File: src/rtl/issue_scoreboard_ctrl.sv
// Issue controller between decode and AGEX. It keeps a per-register pending-writer
// scoreboard, sequences the multi-cycle MUL unit, and raises decode stall/issue.
module issue_scoreboard_ctrl #(
  parameter int NREGS     = 32,
  parameter int REGNOBITS = 5,
  parameter int CNTBITS   = 2,
  parameter int MUL_LAT   = 4,
  parameter int DBITS     = 32
) (
  input  logic                 clk,
  input  logic                 reset,
  input  logic                 dec_valid,
  input  logic [REGNOBITS-1:0] dec_rs1,
  input  logic                 dec_rs1_rd,
  input  logic [REGNOBITS-1:0] dec_rs2,
  input  logic                 dec_rs2_rd,
  input  logic [REGNOBITS-1:0] dec_rd,
  input  logic                 dec_wr,
  input  logic                 dec_is_mul,
  input  logic                 wb_valid,
  input  logic [REGNOBITS-1:0] wb_rd,
  input  logic                 sq_valid,
  input  logic [REGNOBITS-1:0] sq_rd,
  input  logic                 mul_abort,
  output logic                 stall,
  output logic                 issue,
  output logic [NREGS-1:0]     busy_vec,
  output logic                 mul_busy,
  output logic [DBITS-1:0]     stall_cnt
);

  localparam logic [CNTBITS-1:0] CMAX = '1;
  localparam int MW = (MUL_LAT > 2) ? $clog2(MUL_LAT - 1) : 1;
  localparam logic [MW-1:0] MLOAD = MW'((MUL_LAT > 1) ? MUL_LAT - 2 : 0);

  typedef enum logic {M_IDLE, M_BUSY} mstate_t;

  mstate_t              mstate, mstate_nxt;
  logic [MW-1:0]        mcnt, mcnt_nxt;
  logic [CNTBITS-1:0]   cnt     [NREGS];
  logic [CNTBITS-1:0]   cnt_nxt [NREGS];
  logic [NREGS-1:0]     wb_hit, sq_hit, wr_hit;
  logic [NREGS-1:0]     eff_busy, eff_full, underflow;
  logic                 raw, waw;

  // Handshake: decode presents an instruction with dec_valid; it is accepted on any
  // cycle where issue = dec_valid & ~stall, and decode holds it unchanged otherwise.

  always_comb begin
    wb_hit = '0;
    sq_hit = '0;
    for (int r = 1; r < NREGS; r++) begin
      wb_hit[r] = wb_valid && (wb_rd == REGNOBITS'(r));
      sq_hit[r] = sq_valid && (sq_rd == REGNOBITS'(r));
    end
  end

  // A same-cycle WB already frees its slot, so it also relieves the full-counter stall.
  always_comb begin
    eff_busy = '0;
    eff_full = '0;
    for (int r = 1; r < NREGS; r++) begin
      eff_busy[r] = cnt[r] > CNTBITS'(wb_hit[r]);
      eff_full[r] = (cnt[r] == CMAX) && !wb_hit[r];
    end
  end

  assign raw   = (dec_rs1_rd && eff_busy[dec_rs1]) || (dec_rs2_rd && eff_busy[dec_rs2]);
  assign waw   = dec_wr && eff_full[dec_rd];
  assign stall = dec_valid && (raw || waw || mul_busy);
  assign issue = dec_valid && !stall;

  always_comb begin
    int unsigned up, dn;
    up        = 0;
    dn        = 0;
    wr_hit    = '0;
    underflow = '0;
    cnt_nxt[0] = '0;
    for (int r = 1; r < NREGS; r++) begin
      wr_hit[r] = issue && dec_wr && (dec_rd == REGNOBITS'(r));
      up = int'(cnt[r]) + int'(wr_hit[r]);
      dn = int'(wb_hit[r]) + int'(sq_hit[r]);
      if (dn > up) begin
        cnt_nxt[r]   = '0;
        underflow[r] = 1'b1;
      end else begin
        cnt_nxt[r] = CNTBITS'(up - dn);
      end
    end
  end

  always_ff @(posedge clk or negedge reset) begin
    if (!reset) begin
      for (int r = 0; r < NREGS; r++) cnt[r] <= '0;
    end else begin
      assert (underflow == '0);
      for (int r = 0; r < NREGS; r++) cnt[r] <= cnt_nxt[r];
    end
  end

  always_comb begin
    for (int r = 0; r < NREGS; r++) busy_vec[r] = (cnt[r] != '0);
  end

  always_comb begin
    mstate_nxt = mstate;
    mcnt_nxt   = mcnt;
    case (mstate)
      M_IDLE: begin
        if (issue && dec_is_mul && (MUL_LAT > 1)) begin
          mstate_nxt = M_BUSY;
          mcnt_nxt   = MLOAD;
        end
      end
      M_BUSY: begin
        if (mul_abort || (mcnt == '0)) mstate_nxt = M_IDLE;
        else mcnt_nxt = mcnt - 1'b1;
      end
      default: mstate_nxt = M_IDLE;
    endcase
  end

  always_ff @(posedge clk or negedge reset) begin
    if (!reset) begin
      mstate <= M_IDLE;
      mcnt   <= '0;
    end else begin
      mstate <= mstate_nxt;
      mcnt   <= mcnt_nxt;
    end
  end

  assign mul_busy = (mstate == M_BUSY);

  always_ff @(posedge clk or negedge reset) begin
    if (!reset) stall_cnt <= '0;
    else if (stall && (stall_cnt != '1)) stall_cnt <= stall_cnt + 1'b1;
  end

endmodule

File: config.mk
export PLATFORM = sky130hd
export DESIGN_NAME = issue_scoreboard_ctrl
export DESIGN_NICKNAME = d
export VERILOG_FILES = /design/src/rtl/issue_scoreboard_ctrl.sv
export SDC_FILE = /design/constraint.sdc
export NUM_CORES = 1
export LEC_CHECK = 0
export CAP_MARGIN = 20
export CORE_UTILIZATION = 45
export DETAILED_ROUTE_END_ITERATION = 7
export GPL_TIMING_DRIVEN = 0
export HOLD_SLACK_MARGIN = 0.12
export PLACE_DENSITY = 0.65
export SLEW_MARGIN = 5
export SYNTH_ARGS = -nofsm -noshare
export SYNTH_HDL_FRONTEND = slang
export SYNTH_SLANG_ARGS = --single-unit
File: constraint.sdc
create_clock -name clk -period 11.9 [get_ports clk]
set_clock_uncertainty 0.1 [all_clocks]
set_input_delay 1.785 -clock clk [delete_from_list [all_inputs] [get_ports clk]]
set_output_delay 1.785 -clock clk [all_outputs]
set_load 0.01 [all_outputs]
# [Word level (Yosys, flattened, before mapping)]
# Cells that the tools add are included.
[word_totals] reg_bits=97 in_bits=35 output_inout_bits=67 elab_cells=566
[classes] add_sub_neg=95 n_lt_le_gt_ge=65 eq_ne=127 n_mux=43 n_bitwise=1 n_reduce_logical=201
[ops] op="5-bit == test, second input constant" count=48
[ops] op="1-bit logical AND" count=132
[ops] op="5-bit by 4-bit == test with 1-bit output, second input constant" count=24
[ops] op="2-bit by 1-bit adder with 3-bit output" count=31
[ops] op="2-bit by 3-bit greater-than comparator with 1-bit output" count=31
[ops] op="2-bit two-way mux" count=33
[ops] op="1-bit by 1-bit adder with 2-bit output" count=31
[ops] op="2-bit == test, second input constant" count=31
[ops] op="2-bit by 1-bit greater-than comparator with 1-bit output" count=31
[ops] op="2-bit nonzero test" count=31
[ops] op="2-bit subtractor" count=31
[ops] op="5-bit by 3-bit == test with 1-bit output, second input constant" count=12
[ops] op="32-bit by 1-bit adder with 32-bit output, second input constant" count=1
[ops] op="1-bit zero test" count=32
[ops] op="32-bit != test, second input constant" count=1
[ops] op="5-bit by 2-bit == test with 1-bit output, second input constant" count=6
[ops] op="5-bit by 6-bit less-than comparator with 1-bit output, second input constant" count=3
[ops] op="1-bit binary-select mux with 5-bit select" count=3
[ops] op="5-bit by 1-bit == test with 1-bit output, second input constant" count=3
[ops] op="1-bit two-way mux" count=5
[ops] op="1-bit logical OR" count=4
[ops] op="2-bit != test, second input constant" count=2
[ops] op="2-bit one-hot mux with 2 select lines" count=1
[ops] op="2-bit zero test" count=1
[ops] op="other kinds (4)" count=4

# [Longest topological paths before layout]
[depth] depth_word=17 mapped_depth=22 ltp_nobuf=19

# [Worst setup path after synthesis]
# No wires, ideal clock.
[synth_path] path_kind="input to output" startpoint="input port wb_rd[3]" endpoint="output port stall" t_arrival_ns=4.424 t_required_ns=10.015 path_slack_ns=5.591 stages=11 n_path_buf=1 cell_sequence="or4b_1 > nor2_1 > ha_1 > o21bai_1 > mux4_2 > and4b_1 > nor4_1 > nand4_1 > o31ai_2 > buf_2 > inv_1"
[synth_via] elab_chain_cells=10 elab_cells_between_ends=168 classes_between="order compare (31); eq/ne (31); mux (6); reduce/logical (100)"
[synth_rtl] element="from (decl)" line_no="21" text="input logic [REGNOBITS-1:0] wb_rd,"
[synth_rtl] element="5-bit by 1-bit == test with 1-bit output (tied with other cells)" line_no="53" text="wb_hit[r] = wb_valid && (wb_rd == REGNOBITS'(r));"
[synth_rtl] element="1-bit logical AND" line_no="53"
[synth_rtl] element="2-bit by 1-bit greater-than comparator with 1-bit output or 1-bit zero test (tied branches)" line_no="63, 64"
[synth_rtl] element="1-bit binary-select mux with 5-bit select or 1-bit logical AND (tied branches)" line_no="68, 64"
[synth_rtl] element="1-bit two-way mux (implied by the code) or 1-bit binary-select mux with 5-bit select (tied branches)" line_no="68, 69"
[synth_rtl] element="1-bit logical AND or 1-bit two-way mux (tied branches)" line_no="68, 69"
[synth_rtl] element="1-bit logical OR or 1-bit logical AND (tied branches)" line_no="68, 69"
[synth_rtl] element="1-bit logical OR (*) (2 in series)" line_no="70" text="assign stall = dec_valid && (raw || waw || mul_busy);"
[synth_rtl] element="1-bit logical AND (*)" line_no="70"
[synth_rtl] element="to (decl)" line_no="25" text="output logic stall,"
# Every way passes the cells marked *; elsewhere a longest branch is shown, timed or not. The select of a mux whose other input is x is not followed.

# [Worst setup path after layout]
[layout_path] startpoint="input port wb_valid" endpoint="output port stall"
[layout_via] elab_chain_cells=9 elab_cells_between_ends=137 classes_between="order compare (31); mux (6); reduce/logical (100)"
[layout_rtl] element="from (decl)" line_no="20" text="input logic wb_valid,"
[layout_rtl] element="1-bit logical AND" line_no="53"
[layout_rtl] element="2-bit by 1-bit greater-than comparator with 1-bit output or 1-bit zero test (tied branches)" line_no="63, 64"
[layout_rtl] element="1-bit binary-select mux with 5-bit select or 1-bit logical AND (tied branches)" line_no="68, 64"
[layout_rtl] element="1-bit two-way mux (implied by the code) or 1-bit binary-select mux with 5-bit select (tied branches)" line_no="68, 69"
[layout_rtl] element="1-bit logical AND or 1-bit two-way mux (tied branches)" line_no="68, 69"
[layout_rtl] element="1-bit logical OR or 1-bit logical AND (tied branches)" line_no="68, 69"
[layout_rtl] element="1-bit logical OR (*) (2 in series)" line_no="70"
[layout_rtl] element="1-bit logical AND (*)" line_no="70"
# Marks and branches as above.

==> results.md <==
- Port Buf Inserts: between 90 and 100
- Most common cell after layout, fill and taps aside: ha_1
- Clock tree from TritonCTS: done
- Synth Register Bits: 97
- Reg2reg setup slack: 7.10 ns
- CP endpoint kind: output pin
- Starting density of the core: between 40% and 50%
- Crit path from: wb_valid
- R2R Path Start: cnt[56]
- CP required: between 10 and 15 ns
- Status: complete, no violations
- CP top delay family: simple AND/OR/NAND/NOR gates
- Slew at the pin with the worst max-slew slack: 0.863 ns
- Worst skew pair latency: around 0.37 ns
- Syn. warnings: 0
- Critical path peak fanout: 10
- FFs w/ async S/R, synth: 100%
- Number of synthesized flops with an enable pin: 0
- CP Class: in -> out
- Critical path depth in cells: 13
- Worst slack, placed: roughly 4.0 ns
- Post-CTS setup buffer count: 0
- CTS Buf Count: 9
- Placed Instances: 1665
- Most Frequent Cell on Critical Path: clkdlybuf4s50_1
- Die X-Extent: 154 um
- H-tree lvl count: 3
- Syn nets: between 1500 and 2000
- Clock sinks: between 90 and 100
- I/O pin count: 102
- Max Cap Violations: 0
- Fmax: approximately 120 MHz
- Slowest CP cell: clkdlybuf4s50_1
- Compound-gate portion of the synthesized area: roughly a tenth
- Most frequent cells in the layout: ha_1, nor2_1, inv_1
- Final hold violations: 0
- Area growth syn-to-layout: 15.8%
- RSZ-0062 raised after global routing: false
- Design Power: roughly 1.6 mW
- Routed WL: between 20000 and 30000 um
- Hold_buf cts: 0
- Max Slew Vio Count: 0
- Mux cell area share after synthesis: approximately 1.4%
- Critical path buffers and inverters: 4
- Post-synthesis sequential area ratio: 23.2%
- Top FF cell, synth: dfrtp_1
- CP endpoint: stall
- Startpoint types: input pin
- Max VDD drop: roughly 0.066 mV
- Via count: between 9000 and 10000
- Site Rows: 55
- Clock Path Buffers: 2
- CP peak stage delay: ~0.7 ns
- Synth Area per Inst: around 8.1 um^2
- Synthesized area: 10500 um^2
- WP data arrival: around 6.2 ns
- Worst Reg-to-Reg Cells: 19
- Clock-pin slew on the worst setup and hold paths: 0.08 ns
- Fillers: around 2100
- Die height: ~150 um
- Gr ovfl total: 0
- Iter 0 DRT Violations: between 500 and 600
- Global-route usage over all layers: 24.4%
- Initial antenna violation count: 1
- Post-route insts no fill: 1683
- Die area: between 20000 and 25000 um^2
- Period minus WS final: ~8 ns
- Cts repair resizes: 0
- Period utilization: around 68%
- PwrDens: 131 nW/um^2
- WL per Instance: between 15 and 20 um
- Post-Synthesis Cells: between 1000 and 1500
- DP HPWL: between 20000 and 25000 um
- Post-synthesis adder-cell area fraction: between 20% and 30%
- Final #Nets: approximately 1600
- Drt drc: 0
- CP cell instances: clkdlybuf4s50_1, or4b_1, nor2_1, ha_1, o21bai_1, mux4_2, and4b_1, nor4_1, nand4_1, o31ai_2, buf_2, inv_1, clkdlybuf4s50_1
- Synth Area in Simple Gates: 26.3%
- TNS Setup: 0 ns
- Pin count of the biggest net entering global routing: 63
- First-pass GRT wire length: 45500 um
- ANT nets after route: 0
- LEAKAGE: between 5 and 6 nW
- Number of global-route vias before repair: between 8000 and 9000
- Yosys cell types: 63
- Initial DRT Pass Iterations: 5
- Root Buffer Master: clkbuf_16
- Vias per inst: 5.48
- Core box area: between 20000 and 25000 um^2
- Setup ws final: 3.83 ns
- Combinational family with the most area after synthesis: simple AND/OR/NAND/NOR gates
- Layout cells sized above 1: under 10%
- R2R Path End: cnt[33]
- Hold WC Path Type: reg -> reg
- Final setup vio count: 0
- Slew headroom: a little over two fifths
- Hold slack: 0.389 ns
- Post-Synth XOR/XNOR Area: between 5 and 6%
- Gpl congestion: roughly 0.94
[layer usage]
metal / wire length (um) / vias up / GRT usage [%]
met5: 0 / - / 0
met4: 862 / 0 / 9.15
met3: 1810 / 50 / 3.98
met2: 13000 / 292 / 40.9
met1: 12500 / 4314 / 31.7
li1: - / 4575 / -
[cells by family (layout without fill, tap and decap cells)]
| logic type | after synthesis | count (layout) |
|---|---|---|
| AO/OA/AOI/OAI | 152 | 152 |
| XOR/XNOR | 62 | 62 |
| adder cells (fa/ha/maj) | 219 | 219 |
| AND/OR/NAND/NOR | 531 | 531 |
| flip-flops | 97 | 97 |
| multiplexers | 9 | 9 |
| buffers and inverters | 213 | 325 |
| other | 1 | 3 |
[stage by stage]
step	instance area, um^2	util, %
CTS	12100	53.3
floorplan	10500	-
global placement	11800	51.8
finish	12100	53.3
detailed placement	11800	51.9
global route	12100	53.3
[sequential cells by signal, summed over array words and instances (netlist names)]
register   cells
cnt           62
mcnt           2
mul_busy       1
stall_cnt     32
[worst min-delay path by stage]
| stage | startpoint | endpoint | slack, ns | depth (start not counted) |
|---|---|---|---|---|
| floorplan | mcnt[0] | mcnt[0] | 0.40 | 1 |
| finish | stall_cnt[21] | stall_cnt[21] | 0.39 | 1 |
| global route | stall_cnt[23] | stall_cnt[23] | 0.42 | 1 |
| CTS | stall_cnt[21] | stall_cnt[21] | 0.39 | 1 |
| detailed placement | stall_cnt[31] | stall_cnt[31] | 0.38 | 1 |
| global placement | stall_cnt[21] | stall_cnt[21] | 0.38 | 1 |
[where the power goes]
group	internal, mW	total (mW)	switching, mW
Clock	0.170	0.323	0.154
Sequential	0.402	0.496	0.0937
Combinational	0.374	0.770	0.396
Total	0.946	1.59	0.643
[cell type report]
class | instances | area (um^2) | share of cell area (%)
multi-input cells | 974 | 7160 | 59.1
flip-flops and latches | 97 | 2430 | 20.0
repair buffers | 96 | 976 | 8.06
inverters | 175 | 657 | 5.43
well taps | 285 | 357 | 2.95
clock buffers | 9 | 225 | 1.86
plain buffers | 38 | 213 | 1.76
clock inverters | 7 | 90.1 | 0.744
diodes | 2 | 5.00 | 0.0413
[cell usage after synthesis (all sizes together), types with 2 or more instances]
| cell | instances | area [um^2] |
|---|---|---|
| or2 | 36 | 225 |
| and3 | 2 | 12.5 |
| a21oi | 64 | 320 |
| nand4 | 11 | 75.1 |
| nor3b | 31 | 233 |
| a31oi | 6 | 37.5 |
| ha | 219 | 2740 |
| and2 | 5 | 31.3 |
| xor2 | 60 | 526 |
| o41ai | 2 | 17.5 |
| clkbuf | 11 | 41.3 |
| o211ai | 6 | 45.0 |
| mux2i | 3 | 30.0 |
| o2111ai | 3 | 26.3 |
| and4 | 2 | 17.5 |
| buf | 27 | 171 |
| and3b | 2 | 17.5 |
| mux2 | 2 | 22.5 |
| nand3b | 5 | 37.5 |
| o21bai | 23 | 173 |
| o31ai | 5 | 42.5 |
| nand3 | 27 | 135 |
| a311oi | 3 | 26.3 |
| nor4 | 25 | 234 |
| nor4b | 6 | 77.6 |
| inv | 175 | 657 |
| nor2b | 5 | 31.3 |
| o32ai | 4 | 35.0 |
| mux4 | 4 | 90.1 |
| o21a | 3 | 22.5 |
| nor3 | 55 | 295 |
| nand2 | 77 | 289 |
| nor2 | 211 | 792 |
| nand4b | 5 | 56.3 |
| nand2b | 18 | 113 |
| nand4bb | 3 | 33.8 |
| xnor2 | 2 | 17.5 |
| o21ai | 7 | 35.0 |
| o22a | 2 | 17.5 |
| or3 | 3 | 18.8 |
| dfrtp | 97 | 2430 |
| o311ai | 5 | 43.8 |
| a22oi | 4 | 30.0 |
| o22ai | 9 | 56.3 |
Power figures use the tool's default switching activity.
==> patch: new RTL, config.mk and constraints unchanged <==
Register the output `stall_cnt` once more, cleared by the reset; this adds one clock of latency there. The other outputs are not delayed to match.
--- a/src/rtl/issue_scoreboard_ctrl.sv
+++ b/src/rtl/issue_scoreboard_ctrl.sv
@@ -35,4 +35,6 @@
 
   typedef enum logic {M_IDLE, M_BUSY} mstate_t;
+
+  logic [DBITS-1:0] stall_cnt_s0;
 
   mstate_t              mstate, mstate_nxt;
@@ -135,6 +137,14 @@
 
   always_ff @(posedge clk or negedge reset) begin
-    if (!reset) stall_cnt <= '0;
-    else if (stall && (stall_cnt != '1)) stall_cnt <= stall_cnt + 1'b1;
+    if (!reset) stall_cnt_s0 <= '0;
+    else if (stall && (stall_cnt_s0 != '1)) stall_cnt_s0 <= stall_cnt_s0 + 1'b1;
+  end
+
+  always_ff @(posedge clk or negedge reset) begin
+    if (!reset) begin
+      stall_cnt <= '0;
+    end else begin
+      stall_cnt <= stall_cnt_s0;
+    end
   end
 
Check against the original RTL: not equivalent (a bounded check fails within 4 cycles, from zero or initial values and one cycle with reset low).
==> patch against the original RTL <==
Wire length is 2.6% higher. Cell area is 7.3% higher. Utilization is 1.4 points higher. Die area is 5.1% higher. Highest routed layer unchanged. Worst setup slack worse by 0.71 ns. Sequential cell count is 32 higher. Sequential share of layout area is 4.8 points higher. Area after synthesis is 5.2% higher. Largest power group unchanged. Total power is 21% higher.
==> patch: results (changes against the original RTL) <==
| Metric | Value |
|---|---|
| Status | finished, final reports clean |
| Placement Cell Area | 12,400 µm² (+5.1%) |
| Comb pwr | 0.000767 W (about the same) |
| Number of I/O port buffers | 96 (+1.1%) |
| Met2 Routed Length | 13,300 µm (+2.0%) |
| Sequential fraction of the synthesis area | 0.294 (+0.0614) |
| Final HPWL DP | 22,100 µm (-1.4%) |
| Global-route wire length before repair | 45,500 µm (about the same) |
| Leakage power total | 6.31 nW (+11%) |
| FFs & Latches | 129 (+33%) |
| Non-Filler Instances | 1,730 (+2.8%) |
| Worst slack, placed | 3.22 ns (-0.755 ns) |
| VDD IR max | 0.0000910 V (+38%) |
| Rel. slew slack | 0.365 (-0.0597) |
| Synth top area cells | dfrtp_1, ha_1, nor2_1, inv_1, xor2_1 |
| Clock buf/inv share | 0.0467 (+0.0207) |
| Delay-heaviest family, CP | buffers and inverters |
| Met3 Use GR | 0.0474 (+0.00757) |
| Multi-input combinational cell count | 945 (-3.0%) |
| Share of layout cells above drive strength 1 | 0.0652 (-0.0136) |
| TritonCTS Buffers | 17 (+8) |
| Post-synthesis mux area share | 0.0220 (+0.00832) |
| Sw frac | 0.367 (-0.0371) |
| Wl on met1 | 12,900 µm (+2.7%) |
| Vias per cell | 5.36 (-2.3%) |
| M1 GR Usage | 0.306 (-0.0102) |
| Signal buffers | 133 (-0.75%) |
| N_diodes | 0 (-2) |
| Flop pwr share | 0.314 (+0.002) |
| Clock buffers | 18 (+9) |
| Antenna violations before repair | 0 (-1) |
| # fillers | 2,146 (+1.3%) |
| Largest net degree at the start of global routing | 68 (+7.9%) |
| H-tree lvl count | 4 (+1) |
| Slowest cell on crit path | nor4_4 |
| Synth Area in Compound Gates | 0.0931 (-0.000993) |
| Slowest Stage Delay on Critical Path | 0.73 ns (+0.05 ns) |
| Logic pwr share | 0.398 (-0.086) |
| Largest regs | cnt (62), stall_cnt (32), stall_cnt_s0 (32) |
| Met2 usage | 0.401 (-0.00774) |
## patch: cell count changes in the layout (fill, tap and decap cells not counted), moves of 6 or more
cell       delta
o21bai_1      +8
dfrtp_1      +32
nor4_1        +9
nand3_1       +6
clkbuf_1     +11
buf_2        -11
nand2_1       -9
buf_1         +7
nor3_1       -16
clkbuf_16     +8
buf_4         -7
nor4_2        -8
nor2_1        -9
## patch: final timing paths
path / from / endpoint / slack [ns] / cells past startpoint
max: wb_rd[0] / issue / 3.12 / 13
min: stall_cnt_s0[5]$_DFFE_PN0P_ / stall_cnt[5]$_DFF_PN0_ / 0.28 / 0
max reg2reg: cnt[4]$_DFF_PN0_ / cnt[31]$_DFF_PN0_ / 6.74 / 17
min reg2reg: stall_cnt_s0[5]$_DFFE_PN0P_ / stall_cnt[5]$_DFF_PN0_ / 0.28 / 0
max in group asynchronous: reset / stall_cnt_s0[20]$_DFFE_PN0P_ / 9.70 / 2
min in group asynchronous: reset / cnt[27]$_DFF_PN0_ / 1.25 / 1
